### src/rtl/axis_pkt_sink.sv
// Single-packet AXI4-Stream sink: buffers one packet, flags sequence/length/strobe
// errors, then replays the buffered words on a valid/ready output port.
module axis_pkt_sink #(
  parameter int C_S_AXIS_TDATA_WIDTH  = 32,
  parameter int NUMBER_OF_INPUT_WORDS = 8,
  parameter int PKT_COUNT_WIDTH       = 16
) (
  input  logic                              S_AXIS_ACLK,
  input  logic                              S_AXIS_ARESET,
  input  logic                              S_AXIS_TVALID,
  output logic                              S_AXIS_TREADY,
  input  logic [C_S_AXIS_TDATA_WIDTH-1:0]   S_AXIS_TDATA,
  input  logic [C_S_AXIS_TDATA_WIDTH/8-1:0] S_AXIS_TSTRB,
  input  logic                              S_AXIS_TLAST,
  output logic                              OUT_VALID,
  input  logic                              OUT_READY,
  output logic [C_S_AXIS_TDATA_WIDTH-1:0]   OUT_DATA,
  output logic                              OUT_LAST,
  output logic [PKT_COUNT_WIDTH-1:0]        PKT_COUNT,
  output logic                              ERR_SEQ,
  output logic                              ERR_LEN,
  output logic                              ERR_STRB,
  input  logic                              CLR_ERR
);
  // state | meaning
  // RECV  | TREADY high (after a one-cycle settle), filling the buffer
  // DRAIN | TREADY low, replaying buffer[0..pkt_len-1] on OUT_*
  localparam int DW = C_S_AXIS_TDATA_WIDTH;
  localparam int N  = NUMBER_OF_INPUT_WORDS;
  localparam int PW = $clog2(N) + 1;
  localparam int AW = PW - 1;

  typedef enum logic {RECV = 1'b0, DRAIN = 1'b1} state_t;
  state_t r_state, w_state_nxt;

  logic [DW-1:0]              r_buf [N];
  logic [PW-1:0]              r_wr_ptr, r_rd_ptr, r_pkt_len;
  logic                       r_tready, r_out_valid;
  logic [PKT_COUNT_WIDTH-1:0] r_pkt_count;
  logic                       r_err_seq, r_err_len, r_err_strb;

  logic          w_accept, w_full, w_pkt_end, w_xfer, w_out_last;
  logic [DW-1:0] w_expect;
  logic          w_seq_bad, w_strb_bad, w_len_bad;

  assign w_accept   = S_AXIS_TVALID && r_tready;
  assign w_full     = (r_wr_ptr == PW'(N - 1));
  assign w_pkt_end  = w_accept && (S_AXIS_TLAST || w_full);
  assign w_expect   = DW'(r_wr_ptr) + DW'(1);
  assign w_seq_bad  = w_accept && (S_AXIS_TDATA != w_expect);
  assign w_strb_bad = w_accept && (S_AXIS_TSTRB != '1);
  // TLAST must coincide exactly with the Nth word: early or missing are both errors
  assign w_len_bad  = w_accept && (S_AXIS_TLAST != w_full);
  assign w_out_last = r_out_valid && (r_rd_ptr == r_pkt_len - PW'(1));
  assign w_xfer     = r_out_valid && OUT_READY;

  always_comb begin
    w_state_nxt = r_state;
    case (r_state)
      RECV:    if (w_pkt_end) w_state_nxt = DRAIN;
      DRAIN:   if (w_xfer && w_out_last) w_state_nxt = RECV;
      default: w_state_nxt = RECV;
    endcase
  end

  always_ff @(posedge S_AXIS_ACLK) begin
    if (S_AXIS_ARESET) begin
      r_state     <= RECV;
      r_wr_ptr    <= '0;
      r_rd_ptr    <= '0;
      r_pkt_len   <= '0;
      r_tready    <= 1'b0;
      r_out_valid <= 1'b0;
      r_pkt_count <= '0;
      r_err_seq   <= 1'b0;
      r_err_len   <= 1'b0;
      r_err_strb  <= 1'b0;
    end else begin
      r_state     <= w_state_nxt;
      r_tready    <= (w_state_nxt == RECV);
      r_out_valid <= (w_state_nxt == DRAIN);
      if (w_accept) r_wr_ptr <= r_wr_ptr + PW'(1);
      if (w_pkt_end) r_pkt_len <= r_wr_ptr + PW'(1);
      if (w_xfer) begin
        if (w_out_last) begin
          r_rd_ptr    <= '0;
          r_wr_ptr    <= '0;
          r_pkt_count <= r_pkt_count + PKT_COUNT_WIDTH'(1);
        end else begin
          r_rd_ptr <= r_rd_ptr + PW'(1);
        end
      end
      // a new error event in the clearing cycle wins over the clear
      r_err_seq  <= w_seq_bad  || (r_err_seq  && !CLR_ERR);
      r_err_len  <= w_len_bad  || (r_err_len  && !CLR_ERR);
      r_err_strb <= w_strb_bad || (r_err_strb && !CLR_ERR);
    end
  end

  always_ff @(posedge S_AXIS_ACLK) begin
    if (w_accept) r_buf[r_wr_ptr[AW-1:0]] <= S_AXIS_TDATA;
  end

  assign S_AXIS_TREADY = r_tready;
  assign OUT_VALID     = r_out_valid;
  assign OUT_DATA      = r_out_valid ? r_buf[r_rd_ptr[AW-1:0]] : '0;
  assign OUT_LAST      = w_out_last;
  assign PKT_COUNT     = r_pkt_count;
  assign ERR_SEQ       = r_err_seq;
  assign ERR_LEN       = r_err_len;
  assign ERR_STRB      = r_err_strb;

endmodule

### config.mk
export PLATFORM = sky130hd
export DESIGN_NAME = axis_pkt_sink
export DESIGN_NICKNAME = d
export VERILOG_FILES = /design/src/rtl/axis_pkt_sink.sv
export SDC_FILE = /design/constraint.sdc
export NUM_CORES = 1
export LEC_CHECK = 0
export BUFFER_PORTS_ARGS = -buffer_cell sky130_fd_sc_hd__buf_2
export CORE_UTILIZATION = 30
export DETAILED_ROUTE_END_ITERATION = 10
export PLACE_DENSITY_LB_ADDON = 0.05
export RECOVER_POWER = 25
export SLEW_MARGIN = 20
export SYNTH_ARGS = -nofsm -noshare
export SYNTH_HDL_FRONTEND = slang
export SYNTH_SLANG_ARGS = --single-unit
### constraint.sdc
create_clock -name S_AXIS_ACLK -period 4.17 [get_ports S_AXIS_ACLK]
set_input_delay 0.6255 -clock S_AXIS_ACLK [delete_from_list [all_inputs] [get_ports S_AXIS_ACLK]]
set_output_delay 0.6255 -clock S_AXIS_ACLK [all_outputs]
set_load 0.005 [all_outputs]
==> run metrics, run 1 <==
GRT Util Overall=14.87%; number of register bits inferred by synthesis=292; Die Footprint=39440 µm²; worst ir drop on vdd=214.4 µV; pin count of the biggest net entering global routing=65; global-route wire length before repair=42550 µm; setup repair after global routing missed its margin=no; pwr dens=453.1 nW/µm²; number of inserted diodes=0; netlist area before placement=11590 µm²; fill cell total of the finished layout=3598; half-perimeter wire length after placement=16470 µm; Worst slew margin=48.80%; category of the critical setup timing path=reg2out; Boundary Pins=96; violation count after the first detailed-route iteration=250; Avg Inst Size Synth=18.40 µm²; Tightest Hold Check Type=in2reg; number of nets with antenna violations after routing=0; Pleak=4.384 nW; Final Hold Violating Endpoints=0; Tightest Pin Transition=0.7661 ns; setup total negative slack=0 ns; yosys synthesis warning count=0; remaining routing DRC violations=0; beginning of the worst register-to-register path=r_wr_ptr[2]$_SDFF_PP0_; Chip Width=198.6 µm; Max Clock Freq=0.3222 GHz; Port Buffers=95; initial cell density of the core=30.64%; Hold Path Origin=S_AXIS_TDATA[4]; area grow syn2layout=19.79%; iteration count of the initial detailed-routing pass=4; gr ovfl total=0; share of final-layout standard cells stronger than drive strength 1=28.24%; total number of clock tree sinks=292; hold-fix buffer count after cts=0; placement row count=71; Final Net Count=800; clock root buffer=clkbuf_16; CTS tree=done; portion of the post-synthesis area used by sequential elements=72.52%; post-DR vias/cell=4.709; Synth Flop Type=edfxtp_1; post-synth net total=677; Chip Height=198.6 µm; count of final max-slew check failures=0; weighted congestion at the end of routability-driven global placement=0.6988; Max Fanout on Critical Path=18; clock insertion delay at the later pin of the skew report=0.50 ns; CP Data Required Time=3.54 ns; run status=finished, final reports clean; hold slack=0.4346 ns; share of the clock period used by the worst path after layout=74.42%; number of global-route vias before repair=6698; Routed WL=28210 µm; utilization after layout=36.70%; H-tree levels=2; initial antenna violation count=2; post-synth cell types=41; Final min period=3.104 ns; capturing element type of the critical path=output pin; Bufs on Longest Clock Path=3; total of max-cap violations=0; vias after detailed routing=6074; per-cell routed wire length=21.87 µm; kind of start point of the critical path=register; Post-CTS Setup Bufs=0; core region area=37840 µm²; count of flip-flops with a built-in enable after synthesis=256; synthesized instance count=630; Finish-stage setup viols=0; share of async-settable or async-resettable flops after synthesis=0%; clock-pin slew on the worst setup and hold paths=0.05 ns; endpoint arrival time on the critical path=2.48 ns; setup clock skew after layout=0.009979 ns; number of buffers added by the clock tree synthesis step=35; cells resized by post-CTS repair=0; total power=0.006292 W
## critical path, cell delays in order, from the launching register on
cell,delay (ns)
dfxtp_4,0.57
buf_4,0.43
mux4_2,0.57
mux2i_1,0.19
nor2b_1,0.07
buf_2,0.12
## layout by cell type, fill, tap and decap left out, types with 7 or more instances in the layout
cell type	netlist	routed
edfxtp_1	256	256
xnor2_1	12	12
nand2_1	18	18
clkinv_1	0	12
nand3_1	8	8
or3_1	7	7
nand4_1	8	8
dfxtp_1	36	33
a21oi_1	15	15
clkbuf_1	19	31
nor4_1	13	12
buf_4	1	16
mux2i_1	33	33
o21ai_0	8	8
nor2_1	32	29
clkbuf_16	0	37
nor2b_1	32	32
xor2_1	11	11
buf_2	6	70
mux4_2	64	64
## routing by layer
layer	up-vias	global-route usage, %	share of wire, %
met3	44	2.916	4.1
li1	2750	-	-
met5	-	0	0.11
met2	102	24.35	48
met4	4	4.274	2.0
met1	3174	20.01	46
## kinds of logic after synthesis
group / after synthesis / synth area share [%]
DFF: 292 / 72.52
buffers and inverters: 35 / 1.230
muxes: 97 / 15.28
and+or+nand+nor: 144 / 6.724
xor gates and xnor gates: 26 / 2.158
adders and majority gates: 5 / 0.5396
AOI/OAI and AO/OA: 31 / 1.543
## final timing paths
kind / end / slack [ns] / depth (start not counted)
worst max register to register: r_buf[6][21]$_DFFE_PP_ / 1.69 / 3
worst max-delay path: OUT_DATA[26] / 1.07 / 5
worst min register to register: PKT_COUNT[15]$_SDFFE_PP0P_ / 0.49 / 2
worst min-delay path: r_buf[4][4]$_DFFE_PP_ / 0.43 / 1
## registers in the layout, indices dropped and copies added (netlist names), 4 cells and up, named ones only
| signal | flops |
|---|---|
| r_pkt_len | 4 |
| r_buf | 256 |
| PKT_COUNT | 16 |
| r_wr_ptr | 4 |
| r_rd_ptr | 4 |
## power breakdown
group / internal [W] / switching, W
Clock: 0.00169 / 0.00114
Combinational: 0.0000951 / 0.000142
Sequential: 0.00321 / 0.0000206
## synthesized netlist by cell type, drive strengths merged (9+ instances only)
master	n	area (µm²)
mux4	64	1441
nor4	13	81.33
nor2	32	120.1
mux2i	33	330.3
nand2	18	67.56
nor2b	32	200.2
nor3	10	61.31
nand3	9	50.05
edfxtp	256	7687
a21oi	15	75.07
clkbuf	19	71.32
xor2	12	112.6
xnor2	14	137.6
dfxtp	36	720.7
buf	10	48.80
## through the flow
| stage | std cells | cell area [µm²] | setup WS, ns |
|---|---|---|---|
| final | 1290 | 13890 | 1.067 |
| after global routing | 1290 | 13890 | 0.8395 |
| after CTS | 1290 | 13920 | 0.9482 |
| after detailed placement | 1227 | 12850 | 1.508 |
| after global placement | 1227 | 12850 | 1.530 |
| after floorplan | 630 | 11600 | 0.6186 |
## area by class of cell
type	count	area (µm²)	share of cell area (%)
multi-input combinational	303	3100	22.32
inverter	6	22.52	0.1622
sequential	292	8414	60.59
tap	511	639.4	4.604
clock inverter	19	105.1	0.7568
clock buffer	44	962.2	6.928
timing repair buffer	115	644.4	4.640
Note: power is estimated with default switching activity, not from simulation.
==> inputs of run 2 (changes only) <==
Settings changed: ABC_AREA set to 1.
Clock period 4.17 ns to 2.5 ns, I/O delays scaled along.
==> run 2 against run 1 <==
Global-route usage up 1.2 points. Register-to-register slack worse by 1.1 ns. Count of clock-buffer cells in the layout up 4. Cell count up 31%. Area after synthesis up 3.7%. Critical endpoint is now OUT_DATA[27]. Largest cell class unchanged. Largest power group unchanged.
==> run metrics, run 2 <==
hold-critical path depth=4; clock insertion delay at the later pin of the skew report=0.52 ns; multi-input gate area in the final layout=3313 µm²; beginning of the worst register-to-register path=r_pkt_len[0]$_SDFFE_PP0P_; post-synth net total=1083; Bufs on Longest Clock Path=3; setup repair after global routing missed its margin=yes; cells on worst reg2reg path=10; number of global-route vias before repair=8096; CP Buf/Inv Count=2; Max Fanout on Critical Path=31; Max Clock Freq=0.4076 GHz; Area after DPL=13350 µm²; core region area=39100 µm²; Tightest Pin Transition=0.5676 ns; most area-consuming cells after synthesis=edfxtp_1 64%, nor2_1 9.5%, dfxtp_1 6.0%; Final min period=2.454 ns; Hold Path Origin=CLR_ERR; number of nets with antenna violations after routing=0; Worst slew margin=62.16%; Chip Width=202.2 µm; Final Hold Violating Endpoints=0; CP Data Required Time=2.12 ns; capturing element type of the critical path=output pin; setup clock skew after layout=0.01348 ns; total power=0.01080 W; worst ir drop on vdd=362.1 µV; global-route wire length before repair=50250 µm; Reg2Reg Capture Point=PKT_COUNT[15]$_SDFFE_PP0P_; cell taking the most area after synthesis=edfxtp_1; yosys synthesis warning count=0; endpoint arrival time on the critical path=2.08 ns; slowest stage cell, crit path=dfxtp_4; remaining routing DRC violations=0; Pleak=5.092 nW; synthesized instance count=1036; number of buffers added by the clock tree synthesis step=35; category of the critical setup timing path=reg2out; most used standard cells in the synthesized netlist=305 x nor2_1, 256 x edfxtp_1, 103 x o21ai_0; fill cell total of the finished layout=3877; netlist area before placement=12020 µm²; kind of start point of the critical path=register; iteration count of the initial detailed-routing pass=4; Design Area, Final=14650 µm²; portion of the post-synthesis area used by sequential elements=69.94%; share of the clock period used by the worst path after layout=98.15%; post-DR vias/cell=4.831; H-tree levels=2; area grow syn2layout=21.89%; violation count after the first detailed-route iteration=521; fraction of synthesized cell area taken by the top area cell type=63.95%; hold-fix buffer count after cts=0; flop-to-flop setup slack=0.56 ns; share of async-settable or async-resettable flops after synthesis=0%; clock root buffer=clkbuf_16; Final Net Count=1197; Routed WL=33690 µm; post-synth cell types=28; initial cell density of the core=30.75%; share of final-layout standard cells stronger than drive strength 1=17.89%; area taken by flip-flops and latches=8418 µm²; commonest cells after routing, fill and taps aside=293 x nor2_1, 256 x edfxtp_1, 99 x o21ai_0; count of flip-flops with a built-in enable after synthesis=256; most numerous cell in the Yosys netlist=nor2_1; Hold Path Sink=ERR_SEQ$_SDFF_PP0_; Chip Height=202.2 µm; Tightest Hold Check Type=in2reg; cell type group with the largest total delay on the critical path=compound AO/OA/AOI/OAI gates; per-cell routed wire length=19.90 µm; Avg Inst Size Synth=11.60 µm²; total number of clock tree sinks=292; most frequent standard cell in the layout excluding fill and tap cells=nor2_1; run status=finished, final reports clean; largest stage delay on the critical path=0.44 ns; vias after detailed routing=8179; gr ovfl total=0; CTS tree=done; Largest register FFs=256; total of max-cap violations=0; pwr dens=737.1 nW/µm²; half-perimeter wire length after placement=18070 µm; placement row count=72; setup total negative slack=0 ns; ordered cell list for the critical path=buf_16 -> nor2_1 -> o32ai_1 -> o21ai_0 -> nor2_2 -> buf_2; count of final max-slew check failures=0; Finish-stage setup viols=0; number of register bits inferred by synthesis=292; pin count of the biggest net entering global routing=67; Synth Flop Type=edfxtp_1; weighted congestion at the end of routability-driven global placement=0.7254; Die Footprint=40880 µm²; hold slack=0.1407 ns; Port Buffers=95; initial antenna violation count=2; clock-pin slew on the worst setup and hold paths=0.06 ns; pre-CTS WS=0.3134 ns; worst setup slack after layout=0.04636 ns; GRT Util Overall=16.08%; Boundary Pins=96
## run 2: worst max path at each step
| stage | startpoint | to | slack (ns) | depth (start not counted) |
|---|---|---|---|---|
| after floorplan | S_AXIS_TVALID | r_buf[1][0]$_DFFE_PP_ | -0.05 | 4 |
| after global placement | register | OUT_DATA[2] | 0.35 | 6 |
| after detailed placement | register | OUT_DATA[2] | 0.31 | 6 |
| after CTS | register | OUT_DATA[27] | -0.05 | 6 |
| after global routing | register | OUT_DATA[27] | -0.01 | 6 |
| final | register | OUT_DATA[27] | 0.05 | 6 |
## run 2: layer usage
metal  track usage (%)  vias up  wire (µm)
li1                  -     3923          -
met1             22.26     4046      16040
met2             25.72      159      15570
met3             3.144       49       1478
met4             4.243        2        584
met5                 0        -         11
## run 2: area by class of cell
| type | count | share of cell area, % |
|---|---|---|
| Multi-Input combinational cell | 650 | 22.61 |
| Timing Repair Buffer | 135 | 7.122 |
| Clock inverter | 13 | 0.7429 |
| Antenna cell | 1 | 0.01708 |
| Inverter | 36 | 1.033 |
| Sequential cell | 292 | 57.45 |
| Clock buffer | 48 | 6.601 |
| Tap cell | 518 | 4.423 |
## run 2: worst min-delay path, delay by kind of cell
family          cells  cell delay, ns
buf+inv             2            0.12
simple gates        1            0.06
compound gates      1            0.05
## run 2: through the flow
stage                     cells  util (%)
after CTS                  1683     37.12
after global placement     1619     34.14
after floorplan            1036         -
after detailed placement   1619     34.14
after global routing       1692     37.47
final                      1693     37.48
## run 2: power breakdown
part           switching [W]  total (W)  internal (W)
clock                0.00195    0.00485       0.00290
combinational       0.000368   0.000566      0.000198
sequential         0.0000295    0.00538       0.00535
total                0.00234     0.0108       0.00846
## run 2: kinds of logic after synthesis
| logic type | after synthesis | synth area share (%) |
|---|---|---|
| xor gates and xnor gates | 22 | 1.665 |
| buffers and inverters | 94 | 3.143 |
| adders and majority gates | 5 | 0.5204 |
| and+or+nand+nor | 429 | 14.31 |
| AOI/OAI and AO/OA | 194 | 10.42 |
| DFF | 292 | 69.94 |
## run 2: repair_timing
action / CTS / global route
resized for setup: 4 / 14
cloned: 1 / 5
setup endpoints to repair: 28 / 27
pin swaps: 0 / 1
buffers inserted: 2 / 4
==> inputs of run 3 (changes only) <==
Settings changed: CORE_UTILIZATION 30 to 54.
==> run 3 against run 2 <==
Maximum frequency barely moved. Sequential share of layout area is 0.92 points higher. Die area shrank 44%. Utilization grew 29 points. Sequential power barely moved. Count of clock-buffer cells in the layout up 1. Combinational power up 1%. Global-route usage grew 8.5 points. Clock skew grew 0.0029 ns. Non-clock buffer count increased by 6. First-iteration DRC count fell by 7.7%. Largest power group unchanged.
==> run metrics, run 3 (synthesis results as in run 2) <==
Internal=0.008301 W; number of inserted diodes=0; CTS tree=done; switching power of the nets=0.002158 W; Worst slew margin=58.92%; Pleak=5.143 nW; weighted congestion at the end of routability-driven global placement=0.8217; total of max-cap violations=0; pin count of the biggest net entering global routing=87; count of final max-slew check failures=0; Hold Path Origin=S_AXIS_ARESET; initial antenna violation count=1; Boundary Pins=96; flop-to-flop setup slack=0.40 ns; Max Clock Freq=0.4074 GHz; clock root buffer=clkbuf_16; area grow syn2layout=19.94%; cells on worst reg2reg path=10; Routed WL=28070 µm; placement row count=54; slowest stage cell, crit path=dfxtp_4; kind of start point of the critical path=register; per-cell routed wire length=19.29 µm; core region area=21820 µm²; post-DR vias/cell=5.669; hold-fix buffer count after cts=0; Final Hold Violating Endpoints=0; fill cell total of the finished layout=1647; beginning of the worst register-to-register path=r_pkt_len[0]$_SDFFE_PP0P_; share of final-layout standard cells stronger than drive strength 1=19.15%; Max Fanout on Critical Path=9; Tightest Hold Check Type=in2reg; Worst Setup EP=OUT_DATA[2]; multi-input gate area in the final layout=3398 µm²; Port Buffers=95; Final Net Count=1198; global-route wire length before repair=42860 µm; number of instances in the placed design=1385; Chip Height=151.2 µm; run status=finished, final reports clean; share of total power in sequential cells=51.4%; pwr dens=725.4 nW/µm²; gr ovfl total=0; number of global-route vias before repair=7951; vias after detailed routing=8249; CP Data Required Time=2.12 ns; hold slack=0.08030 ns; commonest cells after routing, fill and taps aside=292 x nor2_1, 256 x edfxtp_1, 95 x o21ai_0; utilization after layout=66.07%; most frequent standard cell in the layout excluding fill and tap cells=nor2_1; GRT Util Overall=24.61%; category of the critical setup timing path=reg2out; violation count after the first detailed-route iteration=481; number of nets with antenna violations after routing=0; Finish-stage setup viols=0; Final min period=2.454 ns; iteration count of the initial detailed-routing pass=5; Die Footprint=22860 µm²; share of the clock period used by the worst path after layout=98.18%; Switching Fraction=20.63%; ordered cell list for the critical path=inv_6 -> bufbuf_16 -> nor2_1 -> o32ai_1 -> o21ai_0 -> nor2_2 -> buf_2; setup repair after global routing missed its margin=yes; Chip Width=151.2 µm; total number of clock tree sinks=292; total power=0.01046 W; Crit. path cell count=7; Comb power frac=5.5%; endpoint arrival time on the critical path=2.08 ns; clock group share of total power=43.1%; cell type group with the largest total delay on the critical path=buffers and inverters; Final Non-Filler Cells=1455; Bufs on Longest Clock Path=3; Tightest Pin Transition=0.6156 ns; CP Buf/Inv Count=3; setup clock skew after layout=0.01639 ns; half-perimeter wire length after placement=15160 µm; Largest register FFs=256; Reg2Reg Capture Point=PKT_COUNT[10]$_SDFFE_PP0P_; initial cell density of the core=55.09%; largest stage delay on the critical path=0.39 ns; clock insertion delay at the later pin of the skew report=0.55 ns; clock-pin slew on the worst setup and hold paths=0.06 ns; setup total negative slack=0 ns; number of buffers added by the clock tree synthesis step=30; area taken by flip-flops and latches=8416 µm²; capturing element type of the critical path=output pin; remaining routing DRC violations=0; H-tree levels=1; worst ir drop on vdd=530.8 µV
## run 3: area by class of cell
cell class                 count  share of cell area (%)
multi-input combinational    650                   23.57
sequential                   292                   58.37
timing repair buffer         141                   7.610
inverter                      36                  0.9719
clock inverter                 7                  0.5814
clock buffer                  49                   6.473
tap                          280                   2.430
## run 3: metrics by stage
stage / cell area (µm²) / setup WS (ns)
floorplan: 12020 / -0.04876
global placement: 13040 / 0.4578
detailed placement: 13040 / 0.3908
CTS: 14200 / 0.003565
global route: 14420 / -0.02670
finish: 14420 / 0.04551
## run 3: timing repair
action | in CTS | in global routing
pin swaps | 1 | 8
setup endpoints to repair | 28 | 30
gates resized for setup | 2 | 40
buffers inserted | 4 | 6
gates cloned | 3 | 1
## run 3: worst min path at each step
stage               depth (start not counted)  slack [ns]                   to
CTS                                         2        0.07  ERR_STRB$_SDFF_PP0_
finish                                      2        0.08  ERR_STRB$_SDFF_PP0_
floorplan                                   2        0.46   ERR_LEN$_SDFF_PP0_
detailed placement                          2        0.46  ERR_STRB$_SDFF_PP0_
global placement                            2        0.45   ERR_SEQ$_SDFF_PP0_
global route                                2        0.08   ERR_SEQ$_SDFF_PP0_
## run 3: routing by layer
layer	global-route usage, %	wire (µm)	up-vias
li1	-	-	3925
met1	35.08	12800	4059
met2	39.84	13450	222
met3	3.524	1380	41
met4	6.050	434	2
met5	0	13	-
## run 3: power by group through the flow
stage / sequential (W) / clock [W] / combinational [W]
after floorplan: 0.00548 / 0 / 0.000291
after global placement: 0.00548 / 0 / 0.000503
after detailed placement: 0.00548 / 0 / 0.000510
after CTS: 0.00538 / 0.00456 / 0.000543
after global routing: 0.00538 / 0.00475 / 0.000638
final: 0.00538 / 0.00451 / 0.000572
## run 3: worst reg2reg max path, cell delays in order (launching register included)
cell and delay (ns):
dfxtp_1 0.36, inv_1 0.09, ha_1 0.31, xor2_1 0.16
nand3_2 0.11, nor2_4 0.12, buf_4 0.15, nand3_4 0.21
inv_2 0.32, nand2_2 0.08, a21oi_2 0.13
